$ cat config.mk
export PLATFORM = sky130hd
export DESIGN_NAME = unidade_controle_multiciclo
export DESIGN_NICKNAME = d
export VERILOG_FILES = /design/src/rtl/controle_pkg.sv /design/src/rtl/decodificador_saidas.sv /design/src/rtl/unidade_controle_multiciclo.sv
export SDC_FILE = /design/constraint.sdc
export NUM_CORES = 1
export LEC_CHECK = 0
export ABC_AREA = 1
export ABC_CLOCK_PERIOD_IN_PS = 1600
export CAP_MARGIN = 20
export CORE_UTILIZATION = 38
export CTS_BUF_LIST = sky130_fd_sc_hd__clkbuf_4
export DETAILED_ROUTE_END_ITERATION = 8
export PLACE_DENSITY = 0.8
export SLEW_MARGIN = 20
export SYNTH_ARGS = -nofsm -noshare
export SYNTH_HDL_FRONTEND = slang
export SYNTH_SLANG_ARGS = --single-unit
$ cat constraint.sdc
create_clock -name clk -period 1.6 [get_ports clk]
set_input_delay 0.24 -clock clk [delete_from_list [all_inputs] [get_ports clk]]
set_output_delay 0.24 -clock clk [all_outputs]
set_load 0.05 [all_outputs]
$ cat src/rtl/controle_pkg.sv
`default_nettype none
// +----------------------------------------------------------------------+
// | controle_pkg: encodings shared by the multicycle MIPS32 control unit  |
// | Revision: 1.0                                                         |
// +----------------------------------------------------------------------+
package controle_pkg;

   localparam logic [5:0] c_op_r    = 6'b000000;
   localparam logic [5:0] c_op_lw   = 6'b100011;
   localparam logic [5:0] c_op_sw   = 6'b101011;
   localparam logic [5:0] c_op_beq  = 6'b000100;
   localparam logic [5:0] c_op_j    = 6'b000010;
   localparam logic [5:0] c_op_addi = 6'b001000;
   localparam logic [5:0] c_op_andi = 6'b001100;
   localparam logic [5:0] c_op_ori  = 6'b001101;
   localparam logic [5:0] c_op_lui  = 6'b001111;

   localparam logic [3:0] c_st_inicio   = 4'd0;
   localparam logic [3:0] c_st_busca    = 4'd1;
   localparam logic [3:0] c_st_decode   = 4'd2;
   localparam logic [3:0] c_st_exec_r   = 4'd3;
   localparam logic [3:0] c_st_wb_r     = 4'd4;
   localparam logic [3:0] c_st_endereco = 4'd5;
   localparam logic [3:0] c_st_mem_le   = 4'd6;
   localparam logic [3:0] c_st_wb_mem   = 4'd7;
   localparam logic [3:0] c_st_mem_esc  = 4'd8;
   localparam logic [3:0] c_st_desvio   = 4'd9;
   localparam logic [3:0] c_st_salto    = 4'd10;
   localparam logic [3:0] c_st_exec_i   = 4'd11;
   localparam logic [3:0] c_st_wb_i     = 4'd12;
   localparam logic [3:0] c_st_excecao  = 4'd13;

   localparam logic [2:0] c_alu_add   = 3'b000;
   localparam logic [2:0] c_alu_sub   = 3'b001;
   localparam logic [2:0] c_alu_funct = 3'b010;
   localparam logic [2:0] c_alu_and   = 3'b011;
   localparam logic [2:0] c_alu_or    = 3'b100;
   localparam logic [2:0] c_alu_passb = 3'b101;

   localparam logic [1:0] c_ext_sinal  = 2'b00;
   localparam logic [1:0] c_ext_zero   = 2'b01;
   localparam logic [1:0] c_ext_sup    = 2'b10;
   localparam logic [1:0] c_ext_desvio = 2'b11;

   localparam logic [1:0] c_srcb_b      = 2'b00;
   localparam logic [1:0] c_srcb_4      = 2'b01;
   localparam logic [1:0] c_srcb_imm    = 2'b10;
   localparam logic [1:0] c_srcb_desvio = 2'b11;

   localparam logic [1:0] c_pcs_alu    = 2'b00;
   localparam logic [1:0] c_pcs_aluout = 2'b01;
   localparam logic [1:0] c_pcs_salto  = 2'b10;

   // I-type immediate handling: {ext_modo, alu_op}
   function automatic logic [4:0] cfg_tipo_i(input logic [5:0] op);
      logic [4:0] cfg;
      case (op)
         c_op_andi: cfg = {c_ext_zero, c_alu_and};
         c_op_ori:  cfg = {c_ext_zero, c_alu_or};
         c_op_lui:  cfg = {c_ext_sup, c_alu_passb};
         default:   cfg = {c_ext_sinal, c_alu_add};
      endcase
      return cfg;
   endfunction

endpackage
`default_nettype wire

$ cat src/rtl/decodificador_saidas.sv
`default_nettype none
// +----------------------------------------------------------------------+
// | decodificador_saidas: state (+opcode, mem_pronto) to control word     |
// | Revision: 1.0                                                         |
// +----------------------------------------------------------------------+
module decodificador_saidas
   import controle_pkg::*;
(
   input  logic [3:0] estado,
   input  logic [5:0] opcode,
   input  logic       mem_pronto,
   output logic       pc_write,
   output logic       pc_write_cond,
   output logic       i_or_d,
   output logic       mem_read,
   output logic       mem_write,
   output logic       ir_write,
   output logic       reg_dst,
   output logic       mem_to_reg,
   output logic       reg_write,
   output logic       alu_src_a,
   output logic [1:0] alu_src_b,
   output logic [2:0] alu_op,
   output logic [1:0] pc_source,
   output logic [1:0] ext_modo,
   output logic       excecao
);

   logic [4:0] w_cfg_i;
   assign w_cfg_i = cfg_tipo_i(opcode);

   always_comb begin
      pc_write      = 1'b0;
      pc_write_cond = 1'b0;
      i_or_d        = 1'b0;
      mem_read      = 1'b0;
      mem_write     = 1'b0;
      ir_write      = 1'b0;
      reg_dst       = 1'b0;
      mem_to_reg    = 1'b0;
      reg_write     = 1'b0;
      alu_src_a     = 1'b0;
      alu_src_b     = c_srcb_b;
      alu_op        = c_alu_add;
      pc_source     = c_pcs_alu;
      ext_modo      = c_ext_sinal;
      excecao       = 1'b0;
      case (estado)
         c_st_busca: begin
            mem_read  = 1'b1;
            alu_src_b = c_srcb_4;
            ir_write  = mem_pronto;
            pc_write  = mem_pronto;
         end
         c_st_decode: begin
            alu_src_b = c_srcb_desvio;
            ext_modo  = c_ext_desvio;
         end
         c_st_exec_r: begin
            alu_src_a = 1'b1;
            alu_op    = c_alu_funct;
         end
         c_st_wb_r: begin
            reg_dst   = 1'b1;
            reg_write = 1'b1;
         end
         c_st_endereco: begin
            alu_src_a = 1'b1;
            alu_src_b = c_srcb_imm;
         end
         c_st_mem_le: begin
            mem_read = 1'b1;
            i_or_d   = 1'b1;
         end
         c_st_wb_mem: begin
            mem_to_reg = 1'b1;
            reg_write  = 1'b1;
         end
         c_st_mem_esc: begin
            mem_write = 1'b1;
            i_or_d    = 1'b1;
         end
         c_st_desvio: begin
            alu_src_a     = 1'b1;
            alu_op        = c_alu_sub;
            pc_write_cond = 1'b1;
            pc_source     = c_pcs_aluout;
         end
         c_st_salto: begin
            pc_write  = 1'b1;
            pc_source = c_pcs_salto;
         end
         c_st_exec_i: begin
            alu_src_a = 1'b1;
            alu_src_b = c_srcb_imm;
            {ext_modo, alu_op} = w_cfg_i;
         end
         c_st_wb_i: begin
            reg_write = 1'b1;
            {ext_modo, alu_op} = w_cfg_i;
         end
         c_st_excecao: begin
            excecao = 1'b1;
         end
         default: ;
      endcase
   end

endmodule
`default_nettype wire

$ cat src/rtl/unidade_controle_multiciclo.sv
`default_nettype none
// +----------------------------------------------------------------------+
// | unidade_controle_multiciclo: multicycle MIPS32 control FSM            |
// | Revision: 1.0                                                         |
// +----------------------------------------------------------------------+
module unidade_controle_multiciclo
   import controle_pkg::*;
(
   input  logic       clk,
   input  logic       rst_n,
   input  logic [5:0] opcode,
   input  logic       zero,
   input  logic       mem_pronto,
   output logic       pc_write,
   output logic       pc_write_cond,
   output logic       i_or_d,
   output logic       mem_read,
   output logic       mem_write,
   output logic       ir_write,
   output logic       reg_dst,
   output logic       mem_to_reg,
   output logic       reg_write,
   output logic       alu_src_a,
   output logic [1:0] alu_src_b,
   output logic [2:0] alu_op,
   output logic [1:0] pc_source,
   output logic [1:0] ext_modo,
   output logic       excecao,
   output logic [3:0] estado
);

   logic [3:0] r_estado;
   logic [3:0] w_prox;

   // The branch decision is taken in the datapath (pc_write_cond AND zero).
   logic w_zero_unused;
   assign w_zero_unused = zero;

   always_ff @(posedge clk or negedge rst_n) begin
      if (!rst_n) r_estado <= c_st_inicio;
      else        r_estado <= w_prox;
   end

   always_comb begin
      w_prox = r_estado;
      case (r_estado)
         c_st_inicio:   w_prox = c_st_busca;
         c_st_busca:    if (mem_pronto) w_prox = c_st_decode;
         c_st_decode: begin
            case (opcode)
               c_op_r:                                    w_prox = c_st_exec_r;
               c_op_lw, c_op_sw:                          w_prox = c_st_endereco;
               c_op_beq:                                  w_prox = c_st_desvio;
               c_op_j:                                    w_prox = c_st_salto;
               c_op_addi, c_op_andi, c_op_ori, c_op_lui:  w_prox = c_st_exec_i;
               default:                                   w_prox = c_st_excecao;
            endcase
         end
         c_st_exec_r:   w_prox = c_st_wb_r;
         c_st_wb_r:     w_prox = c_st_busca;
         c_st_endereco: w_prox = (opcode == c_op_lw) ? c_st_mem_le : c_st_mem_esc;
         c_st_mem_le:   if (mem_pronto) w_prox = c_st_wb_mem;
         c_st_wb_mem:   w_prox = c_st_busca;
         c_st_mem_esc:  if (mem_pronto) w_prox = c_st_busca;
         c_st_desvio:   w_prox = c_st_busca;
         c_st_salto:    w_prox = c_st_busca;
         c_st_exec_i:   w_prox = c_st_wb_i;
         c_st_wb_i:     w_prox = c_st_busca;
         c_st_excecao:  w_prox = c_st_excecao;
         // Unused encodings trap rather than run on corrupted state
         default:       w_prox = c_st_excecao;
      endcase
   end

   assign estado = r_estado;

   decodificador_saidas u_dec (
      .estado        (r_estado),
      .opcode        (opcode),
      .mem_pronto    (mem_pronto),
      .pc_write      (pc_write),
      .pc_write_cond (pc_write_cond),
      .i_or_d        (i_or_d),
      .mem_read      (mem_read),
      .mem_write     (mem_write),
      .ir_write      (ir_write),
      .reg_dst       (reg_dst),
      .mem_to_reg    (mem_to_reg),
      .reg_write     (reg_write),
      .alu_src_a     (alu_src_a),
      .alu_src_b     (alu_src_b),
      .alu_op        (alu_op),
      .pc_source     (pc_source),
      .ext_modo      (ext_modo),
      .excecao       (excecao)
   );

endmodule
`default_nettype wire
==> impl_metrics.yaml, run 1 <==
synthesis:
  synthSimpleGateAreaFrac: 0.5629
  synthAdderAreaFrac: 0
  synth_area_um2: 586.8
  yosysWarningCount: 0
  synthXorXnorAreaFrac: 0
  ys_async_sr_fraction: 1.000
  dominantRegCellSynth: "dfrtp_1"
  syn_area_per_cell_um2: 5.103
  yosys.cell_count.top_type: "nand2_1"
  yosys.area.top_type: "nand2_1"
  synthCells: 115
  synth_nets: 125
  synth-edff-count: 0
  synth.top_cell.area_share: 0.2047
  synth_top_cells_by_area: "nand2_1 20%, inv_1 17%, dfrtp_1 17%"
  synthTopCellsByCount: "32 x nand2_1, 27 x inv_1, 19 x nor2_1"
  yosys.cell_types.count: 20
  yosysSeqAreaShare: 0.1706
  synth_top_family_by_area: "simple AND/OR/NAND/NOR gates"
  ys_ff_latch: 4
  synthMuxAreaShare: 0
  synth_compound_gate_area_share: 0.07463
die:
  die_y_um: 41.30
  rows: 13
  io_pins: 34
  fp.dieW_um: 41.30
  start_util: 0.4295
placement:
  numPortBuffers: 32
  dp_hpwl_um: 2619
  routabilityCongestion: 0.9849
run_status:
  error: "[ERROR DPL-0033] detailed placement checks failed during check placement."
  status: "stopped before the end"
  stop_stage: "detailed placement"
## logic make-up after synthesis
kind of cell,count (synthesis)
compound gates,7
flops,4
simple gates,75
buf+inv,29
## stage by stage
| step | TNS [ns] | hold WS [ns] | instances |
|---|---|---|---|
| 2_1_floorplan | -0.4838 | -0.05559 | 115 |
| 3_3_place_gp | -0.1083 | 0.4414 | 172 |
==> inputs of run 2 (changes only) <==
CORE_AREA = 2 2 63 65   (was not set)
CORE_UTILIZATION = not set   (was 38)
CTS_BUF_LIST = not set   (was sky130_fd_sc_hd__clkbuf_4)
DIE_AREA = 0 0 65 67   (was not set)
PLACE_DENSITY = not set   (was 0.8)
PLACE_DENSITY_LB_ADDON = 0.15   (was not set)
==> run 2 against run 1 <==
Effect of this change: the flow now finishes, with violations (negative setup slack); synthesized cell count did not move; area after synthesis did not move.
==> impl_metrics.yaml, run 2 <==
run_status:
  status: "complete, but fails checks"
  violations: "negative setup slack"
synthesis:
  syn_area_per_cell_um2: 5.103
  yosysSeqAreaShare: 0.1706
  yosys.area.top_type: "nand2_1"
  yosysWarningCount: 0
  synth_compound_gate_area_share: 0.07463
  synthTopCellsByCount: "32 x nand2_1, 27 x inv_1, 19 x nor2_1"
  synth_top_cells_by_area: "nand2_1 20%, inv_1 17%, dfrtp_1 17%"
  synth-edff-count: 0
  dominantRegCellSynth: "dfrtp_1"
  yosys.cell_count.top_type: "nand2_1"
  synthXorXnorAreaFrac: 0
  synth_top_family_by_area: "simple AND/OR/NAND/NOR gates"
  synth.top_cell.area_share: 0.2047
  ys_async_sr_fraction: 1.000
  synth_nets: 125
  yosys.cell_types.count: 20
  synthSimpleGateAreaFrac: 0.5629
  ys_ff_latch: 4
  synthCells: 115
  synthAdderAreaFrac: 0
  synth_area_um2: 586.8
  synthMuxAreaShare: 0
hold_path:
  hp-class: "in -> async"
sta:
  maxSlewViolCount: 0
  finalHoldViolCount: 0
  period_share: 1.057
  max_freq_ghz: 0.5913
  rsz0062_at_grt: "yes"
  whs_ns: 0.2279
  max_slew_margin: 0.8300
  fin_crit_ns: 1.691
  clock_skew_ns: 0.003021
  setup_ws_ns: -0.09116
  setup_viol: 13
  worst_slew_pin_slew_ns: 0.2541
detailed_routing:
  viasPerCell: 4.055
  dr_total_vias: 880
  wl_um: 2236
  detail_route.first_pass.iterations: 4
  ant_nets: 0
  drt_iter0_drc: 15
  drc: 0
  wire_per_inst_um: 10.30
global_routing:
  grt_pass1_vias: 878
  grt_use_total: 0.1033
  antenna_found_initial: 0
  grt_pass1_wl_um: 3574
  grt_max_degree: 7
  overflow: 0
die:
  die_y_um: 67
  rows: 22
  dieArea_mm2: 0.004355
  start_util: 0.1627
  fp.dieW_um: 65
  io_pins: 34
  core_area_mm2: 0.003606
cts:
  cts_tree: "done"
  cts.sinks: 4
  holdBufCountCts: 0
  clkTransAtPathRegs_ns: 0.03
  cts-htree-levels: 1
  ctsRootBufferMaster: "clkbuf_8"
  cts.path.max_buffers: 2
  cts-buffers-inserted: 3
  clk_latency_ns: 0.21
placement:
  numPortBuffers: 32
  routabilityCongestion: 0.7940
  post_dp_cell_area_mm2: 0.001414
  post-place-ws_ns: -0.08396
  dp_hpwl_um: 1909
layout:
  final_cell_mix: "22 x buf_12, 21 x nand2_1, 21 x buf_4"
  final_cell_area_mm2: 0.001617
  diodes: 0
  final_common_cell: "buf_12"
  syn_to_final_growth_pct: 175.5
  largest_reg_flops: 4
  layout-drive-gt1-share: 0.5917
  nets: 181
critical_path:
  worstPathRequired_ns: 1.36
  worstSetupPathType: "reg -> out"
  cp_max_fo: 5
  cp.arrival_ns: 1.45
  endpoint_kind: "output pin"
  cp-start-kind: "flip-flop"
power:
  clkPwrFrac: 0.556
  combPwrFrac: 0.165
  ir_drop_v: 0.0001989
  p_seq_frac: 0.279
  power_density_mw_per_mm2: 226.0
  total_power_mw: 0.3653
  switching_share: 0.1971
  p_sw_mw: 0.07198
  internal_power_mw: 0.2933
  p_leak_nw: 0.7987
job:
  maxCapViolCount: 0
## run 2: cell counts after synthesis
No cell type changed its count.
## run 2: power by group through the flow
stage | Combinational [mW] | Sequential [mW] | Clock (mW)
2_1_floorplan | 0.0198 | 0.103 | 0
3_3_place_gp | 0.0565 | 0.103 | 0
3_5_place_dp | 0.0579 | 0.103 | 0
4_1_cts | 0.0602 | 0.102 | 0.209
5_1_grt | 0.0672 | 0.102 | 0.218
6_report | 0.0604 | 0.102 | 0.203
## run 2: cell type report
cell class | count | area, um^2
clock buffers | 3 | 41.29
fillers | 352 | 1989
inverters | 28 | 110.1
multi-input cells | 82 | 610.6
flip-flops and latches | 4 | 105.1
well taps | 48 | 60.06
repair buffers | 52 | 689.4
## run 2: cell families (layout without fill, tap and decap cells)
kind of cell | after synthesis | in the layout
and+or+nand+nor | 75 | 75
AOI/OAI and AO/OA | 7 | 7
DFF | 4 | 4
buffers and inverters | 29 | 83
## run 2: layer usage
metal	wire, um	GRT usage
met4	0	0.007979
met5	0	0
met2	1181	0.1985
met1	955	0.1222
met3	99	0.02027
## run 2: timing repair
action,in CTS,in global routing
pin swaps,11,10
resized for setup,12,22
setup buffers,2,4
setup endpoints to repair,15,20
cloned,0,0
## run 2: path summary, 6_finish.rpt
kind                                  end  cells after the start  slack, ns      start
worst max register to register  estado[0]                     10       0.14  estado[1]
worst min-delay path            estado[2]                      1       0.23      rst_n
max in group asynchronous       estado[1]                      1       1.19      rst_n
worst max-delay path            alu_op[0]                      6      -0.09  estado[1]
min in group clk                estado[0]                      3       0.71  estado[0]
worst min register to register  estado[0]                      3       0.71  estado[0]
## run 2: metrics by stage
step	util	setup TNS (ns)	cells
detailed placement	0.3921	-0.3538	208
floorplan	-	-0.4838	115
global route	0.4483	-1.777	217
finish	0.4483	-0.7793	217
CTS	0.4195	-1.035	213
global placement	0.3921	-0.1584	208
## run 2: critical path, cell delays in order (launching register included)
cell,delay [ns]
dfrtp_2,0.45
nor2_4,0.14
inv_2,0.06
o21ai_4,0.23
nand3_4,0.13
nand3_4,0.10
buf_12,0.13
Power figures use the tool's default switching activity.
